[src/rtl/ex_pkg.sv]
// ex_pkg: shared EX-stage definitions.
//   - Result-select encodings driven by decode into ex_result_sel.
//   - Payload layout carried from EX to MEM (default core widths).
//   - State encoding of the two-entry skid buffer.
package ex_pkg;

    localparam logic [1:0] RES_ALU   = 2'd0;
    localparam logic [1:0] RES_IMM   = 2'd1;
    localparam logic [1:0] RES_PC4   = 2'd2;
    localparam logic [1:0] RES_PCIMM = 2'd3;

    localparam int EX_XLEN    = 32;
    localparam int EX_RADDR_W = 5;

    // EX/MEM payload at the default core configuration. The stage itself
    // re-declares the same field order at its own parameter widths.
    typedef struct packed {
        logic [EX_RADDR_W-1:0] regWAddr;
        logic                  regWEn;
        logic [EX_XLEN-1:0]    regRData2;
        logic [EX_XLEN-1:0]    result;
        logic [EX_XLEN-1:0]    pc;
    } ex_mem_t;

    typedef enum logic [1:0] {
        SK_EMPTY = 2'd0,
        SK_ONE   = 2'd1,
        SK_FULL  = 2'd2
    } skid_state_t;

endpackage

[src/rtl/pipe_skid_buf.sv]
// pipe_skid_buf: generic two-entry skid buffer.
//   Ports:
//     clk, reset (async, active-high), flush (sync, drops everything)
//     in_valid / in_ready / in_data   : upstream handshake; in_ready is a flop
//     out_valid / out_ready / out_data: downstream handshake; head entry
//   Every output is a flop. Empty slots hold zero, so out_data is zero
//   whenever out_valid is low.
module pipe_skid_buf
    import ex_pkg::*;
#(
    parameter int W = 8
) (
    input  logic         clk,
    input  logic         reset,
    input  logic         flush,
    input  logic         in_valid,
    output logic         in_ready,
    input  logic [W-1:0] in_data,
    output logic         out_valid,
    input  logic         out_ready,
    output logic [W-1:0] out_data
);

    skid_state_t  state, state_d;
    logic [W-1:0] main_q, main_d;
    logic [W-1:0] skid_q, skid_d;
    logic         in_ready_q, out_valid_q;
    logic         accept, fire;

    // in_ready_q only depends on state, never on out_ready, so there is
    // no combinational path from MEM back into EX.
    assign accept = in_valid & in_ready_q & ~flush;
    assign fire   = out_valid_q & out_ready;

    always_comb begin
        state_d = state;
        main_d  = main_q;
        skid_d  = skid_q;
        if (flush) begin
            // Flush beats any same-cycle fire or accept.
            state_d = SK_EMPTY;
            main_d  = '0;
            skid_d  = '0;
        end else begin
            unique case (state)
                SK_EMPTY: begin
                    if (accept) begin
                        state_d = SK_ONE;
                        main_d  = in_data;
                    end
                end
                SK_ONE: begin
                    if (accept && !fire) begin
                        state_d = SK_FULL;
                        skid_d  = in_data;
                    end else if (accept && fire) begin
                        main_d  = in_data;
                    end else if (fire) begin
                        state_d = SK_EMPTY;
                        main_d  = '0;
                    end
                end
                SK_FULL: begin
                    if (fire) begin
                        state_d = SK_ONE;
                        main_d  = skid_q;
                        skid_d  = '0;
                    end
                end
                default: begin
                    state_d = SK_EMPTY;
                    main_d  = '0;
                    skid_d  = '0;
                end
            endcase
        end
    end

    always_ff @(posedge clk or posedge reset) begin
        if (reset) begin
            state       <= SK_EMPTY;
            main_q      <= '0;
            skid_q      <= '0;
            in_ready_q  <= 1'b1;
            out_valid_q <= 1'b0;
        end else begin
            state       <= state_d;
            main_q      <= main_d;
            skid_q      <= skid_d;
            in_ready_q  <= (state_d != SK_FULL);
            out_valid_q <= (state_d != SK_EMPTY);
        end
    end

    assign in_ready  = in_ready_q;
    assign out_valid = out_valid_q;
    assign out_data  = main_q;

endmodule

[src/rtl/ex_mem_skid.sv]
// ex_mem_skid: EX/MEM pipeline stage.
//   Selects the EX result (ALU / imm / pc+PC_STEP / pc+imm), then carries
//   result, store data, destination register and PC to MEM through a
//   two-entry skid buffer. A forwarding tap exposes the head entry.
//   Ports:
//     clk, reset (async, active-high), flush (sync)
//     in_*: EX entry + handshake; ex_result_sel/in_imm/alu_result feed the mux
//     out_*: head-entry payload + handshake to MEM
//     fwd_*: forwarding tap from the head entry
module ex_mem_skid
    import ex_pkg::*;
#(
    parameter int XLEN    = 32,
    parameter int RADDR_W = 5,
    parameter int PC_STEP = 4
) (
    input  logic               clk,
    input  logic               reset,
    input  logic               flush,
    input  logic               in_valid,
    output logic               in_ready,
    input  logic [RADDR_W-1:0] in_regWAddr,
    input  logic               in_regWEn,
    input  logic [XLEN-1:0]    in_regRData2,
    input  logic [1:0]         ex_result_sel,
    input  logic [XLEN-1:0]    in_imm,
    input  logic [XLEN-1:0]    alu_result,
    input  logic [XLEN-1:0]    in_pc,
    output logic               out_valid,
    input  logic               out_ready,
    output logic [RADDR_W-1:0] out_regWAddr,
    output logic               out_regWEn,
    output logic [XLEN-1:0]    out_regRData2,
    output logic [XLEN-1:0]    out_result,
    output logic [XLEN-1:0]    out_pc,
    output logic               fwd_valid,
    output logic [RADDR_W-1:0] fwd_addr,
    output logic [XLEN-1:0]    fwd_data
);

    // Same field order as ex_pkg::ex_mem_t, plus a precomputed forwarding
    // flag so fwd_valid is a plain flop bit instead of logic on the outputs.
    // The flag is zero in empty slots, which keeps fwd_valid low with out_valid.
    typedef struct packed {
        logic [RADDR_W-1:0] regWAddr;
        logic               regWEn;
        logic [XLEN-1:0]    regRData2;
        logic [XLEN-1:0]    result;
        logic [XLEN-1:0]    pc;
        logic               fwd;
    } stage_t;

    localparam int PW = $bits(stage_t);

    logic [XLEN-1:0] result;
    stage_t          in_entry, head;

    // Sums wrap modulo 2^XLEN; carry is dropped.
    always_comb begin
        result = alu_result;
        unique case (ex_result_sel)
            RES_ALU:   result = alu_result;
            RES_IMM:   result = in_imm;
            RES_PC4:   result = in_pc + XLEN'(PC_STEP);
            RES_PCIMM: result = in_pc + in_imm;
            default:   result = alu_result;
        endcase
    end

    always_comb begin
        in_entry.regWAddr  = in_regWAddr;
        in_entry.regWEn    = in_regWEn;
        in_entry.regRData2 = in_regRData2;
        in_entry.result    = result;
        in_entry.pc        = in_pc;
        in_entry.fwd       = in_regWEn & (in_regWAddr != '0);
    end

    pipe_skid_buf #(.W(PW)) u_buf (
        .clk       (clk),
        .reset     (reset),
        .flush     (flush),
        .in_valid  (in_valid),
        .in_ready  (in_ready),
        .in_data   (in_entry),
        .out_valid (out_valid),
        .out_ready (out_ready),
        .out_data  (head)
    );

    assign out_regWAddr  = head.regWAddr;
    assign out_regWEn    = head.regWEn;
    assign out_regRData2 = head.regRData2;
    assign out_result    = head.result;
    assign out_pc        = head.pc;

    assign fwd_valid = head.fwd;
    assign fwd_addr  = head.regWAddr;
    assign fwd_data  = head.result;

endmodule

[config.mk]
export PLATFORM = sky130hd
export DESIGN_NAME = ex_mem_skid
export DESIGN_NICKNAME = d
export VERILOG_FILES = /design/src/rtl/ex_pkg.sv /design/src/rtl/pipe_skid_buf.sv /design/src/rtl/ex_mem_skid.sv
export SDC_FILE = /design/constraint.sdc
export NUM_CORES = 1
export LEC_CHECK = 0
export BUFFER_PORTS_ARGS = -buffer_cell sky130_fd_sc_hd__buf_2
export CAP_MARGIN = 40
export CORE_MARGIN = 5
export CORE_UTILIZATION = 49
export DETAILED_ROUTE_END_ITERATION = 10
export PLACE_DENSITY_LB_ADDON = 0.05
export SKIP_CTS_REPAIR_TIMING = 1
export SYNTH_ARGS = -nofsm -noshare
export SYNTH_HDL_FRONTEND = slang
export SYNTH_SLANG_ARGS = --single-unit
[constraint.sdc]
create_clock -name clk -period 5.2 [get_ports clk]
set_input_delay 0 -clock clk [delete_from_list [all_inputs] [get_ports clk]]
set_output_delay 0 -clock clk [all_outputs]
set_load 0.02 [all_outputs]
Word-level counts from Yosys, hierarchy flattened
Index checks and enable logic that the tools add are counted.
Widths: inputs -> output; s select.
{ "classes": {"addsub": 2, "eq_ne": 12, "mux": 18, "n_bitwise": 5, "reduce_logical": 9} }
{ "ops": {"columns": ["operator", "n"], "rows": [
  ["$mux 103", 8],
  ["$pmux 103 s3", 2],
  ["$pmux 32 s4", 1],
  ["$add 32x3->32 const B", 1],
  ["$add 32x32->32", 1],
  ["$mux 2", 6],
  ["$ne 3x2->1 const B", 3],
  ["$eq 2x2->1 const B", 3],
  ["$pmux 2 s3", 1],
  ["$reduce_bool 5->1", 1],
  ["$and 1x1->1", 4],
  ["$eq 2x1->1 const B", 2],
  ["$logic_not 2->1", 2],
  ["$ne 2x2->1 const B", 2],
  ["$ne 4x2->1 const B", 1],
  ["$reduce_and 4->1", 1],
  ["$ne 3x3->1 const B", 1],
  ["$reduce_and 3->1", 1],
  ["$logic_and 1x1->1", 2],
  ["$reduce_bool 2->1", 1],
  ["$logic_not 1->1", 1],
  ["$not 1->1", 1]
]} }
{ "totals": {"ff_bits": 210, "input_bits": 141, "out_inout_bits": 142} }

Longest topological paths before layout
{ "depth": {"depth_word": 8, "depth_mapped": 11} }

By module
A second synthesis with hierarchy kept.
{ "unflattened": {"hier_cells": 1389, "area_unflattened_um2": 13990.9} }
{ "by_module_without_submodules": {"columns": ["module", "n_inst", "cells_each", "area_each_um2", "seq_area_each_um2"], "rows": [
  ["pipe_skid_buf", 1, 935, 10542.6, 5256.3],
  ["ex_mem_skid", 1, 454, 3448.3, 0.0]
]} }

Worst setup path after synthesis
No wires, ideal clock.
{ "synth_timing": {"path_kind": "input to register", "startpoint": "input in_imm[0]", "endpoint": "register u_buf.main_q[45], in the netlist u_buf.out_data[45]", "setup_time_ns": 0.127, "t_arrival_ns": 2.296, "path_slack_ns": 2.777, "cell_stages": 11, "n_path_buf": 0, "cell_sequence": "ha_1 inv_1 fa_1 nand2b_1 a21oi_1 o22ai_1 o21bai_1 xor2_1 mux4_2 a222oi_1 inv_1"} }
{ "synth_between": {"elab_chain_cells": 6, "elab_cells_between_ends": 7} }
{ "synth_lines": {"columns": ["item", "line", "text"], "rows": [
  ["start, declared", "ex_mem_skid.sv:26", "input logic [XLEN-1:0] in_imm,"],
  ["$add 32x32->32 *", "ex_mem_skid.sv:65", "RES_PCIMM: result = in_pc + in_imm;"],
  ["$pmux 32 s4 *", "ex_mem_skid.sv:61", "unique case (ex_result_sel)"],
  ["$mux 103", "pipe_skid_buf.sv:56", "end else if (accept && fire) begin"],
  ["$mux 103", "pipe_skid_buf.sv:53", "if (accept && !fire) begin"],
  ["$pmux 103 s3 *", "pipe_skid_buf.sv:45", "unique case (state)"],
  ["$mux 103 *", "pipe_skid_buf.sv:39", "if (flush) begin"],
  ["end signal, assigned", "pipe_skid_buf.sv:88", "main_q <= main_d;"],
  ["end, declared", "pipe_skid_buf.sv:25", "logic [W-1:0] main_q, main_d;"]
]} }
Every way passes the cells marked *; elsewhere a longest branch is shown, timed or not. The select of a mux whose other input is x is not followed.
A chain may end at the register's enable or synchronous reset.

Final worst setup path
{ "layout_timing": {"startpoint": "input in_pc[0]", "endpoint": "register u_buf.main_q[45], in the netlist u_buf.out_data[45]"} }
{ "layout_between": {"elab_chain_cells": 6, "elab_cells_between_ends": 8} }
{ "layout_lines": {"columns": ["item", "line", "text"], "rows": [
  ["start, declared", "ex_mem_skid.sv:28", "input logic [XLEN-1:0] in_pc,"],
  ["$add 32x32->32 or $add 32x3->32 (tied branches)", "ex_mem_skid.sv:65, ex_mem_skid.sv:64", null],
  ["$pmux 32 s4 *", "ex_mem_skid.sv:61", null],
  ["$mux 103", "pipe_skid_buf.sv:56", null],
  ["$mux 103", "pipe_skid_buf.sv:53", null],
  ["$pmux 103 s3 *", "pipe_skid_buf.sv:45", null],
  ["$mux 103 *", "pipe_skid_buf.sv:39", null]
]} }
Marks and branches as above.

==> run_results.csv <==
group,metric,value,unit
run_status,status,"finished, violations left",
run_status,violations,"hold timing",
critical_path,crit_path_end_kind,"flip-flop",
cells_and_area,area_growth,27.9,%
sta,period_share,59.7,%
synthesis,syn_avg_cell_area,9.62,um^2
floorplanning,die_area,0.0269,mm^2
critical_path,arrival,3.50,ns
synthesis,ys.warnings.count,0,
cells_and_area,n_antenna_cell,0,
clocking,clockBufferDepth,3,
floorplanning,die-width,164,um
critical_path,startpoint_type,"primary input",
critical_path,path_buf_inv,4,
sta,period_minus_slack,3.10,ns
global_routing,grt_usage,26.6,%
cells_and_area,utilization,63.4,%
sta,hold_viol_final,20,
detailed_routing,antenna_violating_nets_post_route,0,
sta,max_slew.worst_pin.slew,0.808,ns
detailed_routing,num_vias,10794,
floorplanning,initial_core_util,49.6,%
synthesis,synth_seq_cells,210,
floorplanning,pin_count,283,
sta,slew-limit-headroom,46.2,%
synthesis,synthAdderAreaFrac,3.61,%
floorplanning,die_height,164,um
cells_and_area,design_area,0.0149,mm^2
critical_path,cp_slowest_stage_delay,0.53,ns
job,maxCapViolations,0,
synthesis,yosysUniqueCellTypes,62,
sta,fin_tns_setup,0,ns
floorplanning,row_count,56,
detailed_routing,firstDrtPassIters,5,
sta,timing.hold.ws,-0.0301,ns
detailed_routing,wl_per_cell,20.4,um
sta,setup_viol,0,
power_and_ir_drop,p_leak,7.28,nW
critical_path,crit_required,5.60,ns
global_routing,antenna_found_initial,0,
sta,finClkSkew,0.0294,ns
clocking,clkLatencyLatePin,0.54,ns
synthesis,synth_top_family_by_area,"compound AO/OA/AOI/OAI gates",
synthesis,netlist_instances,1210,
synthesis,ys_async_sr_fraction,100,%
sta,max_freq,0.322,GHz
detailed_routing,drc,0,
min_path,min_path_type,"in2reg",
cells_and_area,drive_gt1_share,24.4,%
critical_path,cpMostUsedCell,"inv_1",
synthesis,synthMuxAreaShare,2.86,%
synthesis,synth-simple-area-share,10.9,%
detailed_routing,initialDrtViolationCount,1033,
place,hpwl,25.5,mm
detailed_routing,wirelength,37.5,mm
clocking,numCtsBuffers,25,
synthesis,synth.net_count,1384,
cells_and_area,layout_commonest_cell,"buf_2",
clocking,path_clk_slew,0.06,ns
power_and_ir_drop,ir_drop,0.275,mV
synthesis,netlist_area,0.0116,mm^2
global_routing,grt_pass1_wl,57.5,mm
synthesis,synth-xor-area-share,4.06,%
critical_path,crit_chain,"dlygate4sd3_1 -> buf_2 -> ha_1 -> inv_1 -> fa_1 -> nand2b_1 -> a21oi_1 -> o22ai_1 -> o21bai_1 -> xor2_1 -> mux4_2 -> a222oi_1 -> inv_1",
synthesis,synth_edf_count,0,
critical_path,cp_max_fo,5,
power_and_ir_drop,power.density,315,mW/mm^2
synthesis,ys_seq_area_share,45.1,%
floorplanning,core_area,0.0235,mm^2
critical_path,slowest_stage,"dlygate4sd3_1",
place,io_buffer_count,282,
critical_path,crit_family,"compound AO/OA/AOI/OAI gates",
global_routing,first_global_vias,10225,
synthesis,synth_compound_area_share,27.2,%
global_routing,grt_start_max_net_pins,124,
place,gp_congestion,0.946,
clocking,cts.htree.levels,1,
global_routing,grt_remaining_overflow,0,
sta,rsz0062_at_grt,"false",
critical_path,crit_type,"in2reg",
place,placed_cell_area,0.0131,mm^2
detailed_routing,viasPerCell,5.86,
synthesis,ys.flop_type,"dfrtp_1",
clocking,cts.sinks,210,
sta,slew_violations,0,
cells_and_area,final_nets,1680,
clocking,cts_tree,"done",
clocking,cts-root-buf,"clkbuf_16",
cells_and_area,layout_common_cells,"buf_2 (282), dfrtp_1 (209), nand2_1 (140)",
-- worst register-to-register path, cell delays in order, from the launching register on --
cell      delay [ns]
dfstp_2         0.54
nand2_1         0.12
or3_1           0.38
a21oi_4         0.52
nand2b_1        0.60
or3_1           0.53
nand3_1         0.08
-- report_power, final --
| group | leakage (nW) | internal [mW] | total (mW) | switching (mW) |
|---|---|---|---|---|
| sequential | 2.87 | 1.76 | 1.84 | 0.0852 |
| combinational | 4.01 | 0.427 | 1.13 | 0.700 |
| clock | 0.404 | 1.04 | 1.72 | 0.683 |
| total | 7.28 | 3.22 | 4.69 | 1.47 |
-- synth_stat cells, types with 7 or more instances --
cell type / n / area (um^2)
a211o_1: 7 / 61.3
clkbuf_1: 79 / 297
nor3_1: 14 / 70.1
a21oi_1: 50 / 250
ha_1: 32 / 400
a21o_1: 16 / 120
nand2b_1: 9 / 56.3
a22oi_1: 95 / 713
mux4_2: 12 / 270
buf_4: 37 / 278
a222oi_1: 8 / 80.1
o21ai_0: 125 / 626
inv_1: 24 / 90.1
nor2_1: 45 / 169
buf_1: 14 / 52.6
xor2_1: 23 / 201
dfrtp_1: 209 / 5230
or3_1: 7 / 43.8
a22o_1: 87 / 762
o21ai_1: 7 / 35.0
nand2_1: 140 / 526
a211oi_1: 13 / 97.6
o21bai_1: 7 / 52.6
xnor2_1: 31 / 272
nand3_1: 17 / 85.1
nand4_1: 18 / 113
-- kinds of logic after synthesis --
logic type,Yosys count
multiplexers,18
AO/OA/AOI/OAI,460
XOR/XNOR,54
flip-flops,210
AND/OR/NAND/NOR,279
buffers and inverters,156
adder cells (fa/ha/maj),33
-- flip-flops by register name (all words and copies together) (netlist names) --
| signal | count |
|---|---|
| u_buf.in_ready | 1 |
| u_buf.out_data | 103 |
| u_buf.out_valid | 1 |
| u_buf.skid_q | 103 |
| u_buf.state | 2 |
-- cell type report --
cell class              count  area, um^2
fillers                  1992        8580
multi-input cells         844        5720
flip-flops and latches    210        5260
repair buffers            399        2610
clock buffers              34         699
well taps                 319         399
clock inverters             9         110
inverters                  26         101
-- path summary, 6_finish.rpt --
| kind | from | to | slack (ns) | cells past startpoint |
|---|---|---|---|---|
| worst max-delay path | in_pc[0] | u_buf.out_data[45]$_DFFE_PP0P_ | 2.10 | 13 |
| worst min-delay path | alu_result[26] | u_buf.skid_q[59]$_DFFE_PP0P_ | -0.03 | 5 |
| worst max register to register | u_buf.in_ready$_DFF_PP1_ | u_buf.out_data[62]$_DFFE_PP0P_ | 2.36 | 6 |
| worst min register to register | u_buf.skid_q[47]$_DFFE_PP0P_ | u_buf.out_data[47]$_DFFE_PP0P_ | 0.47 | 2 |
| max in group asynchronous | reset | u_buf.out_data[17]$_DFFE_PP0P_ | 4.19 | 5 |
| min in group asynchronous | reset | u_buf.out_data[98]$_DFFE_PP0P_ | -0.02 | 3 |
-- per-layer routing --
| metal | vias to the layer above | global-route usage, % | share of wire [%] |
|---|---|---|---|
| li1 | 5037 | - | - |
| met5 | - | 0 | 0 |
| met3 | 61 | 3.56 | 6.1 |
| met1 | 5297 | 38.5 | 44 |
| met2 | 399 | 42.7 | 48 |
| met4 | 0 | 6.14 | 2.3 |
-- stage by stage --
step | power (mW) | cells | setup WS [ns]
final | 4.69 | 1841 | 2.10
after global routing | 4.91 | 1841 | 1.85
after floorplan | 2.57 | 1210 | 2.47
after CTS | 4.66 | 1745 | 2.39
after global placement | 2.90 | 1696 | 2.17
after detailed placement | 2.93 | 1702 | 2.16
Note: power is estimated with default switching activity, not from simulation.
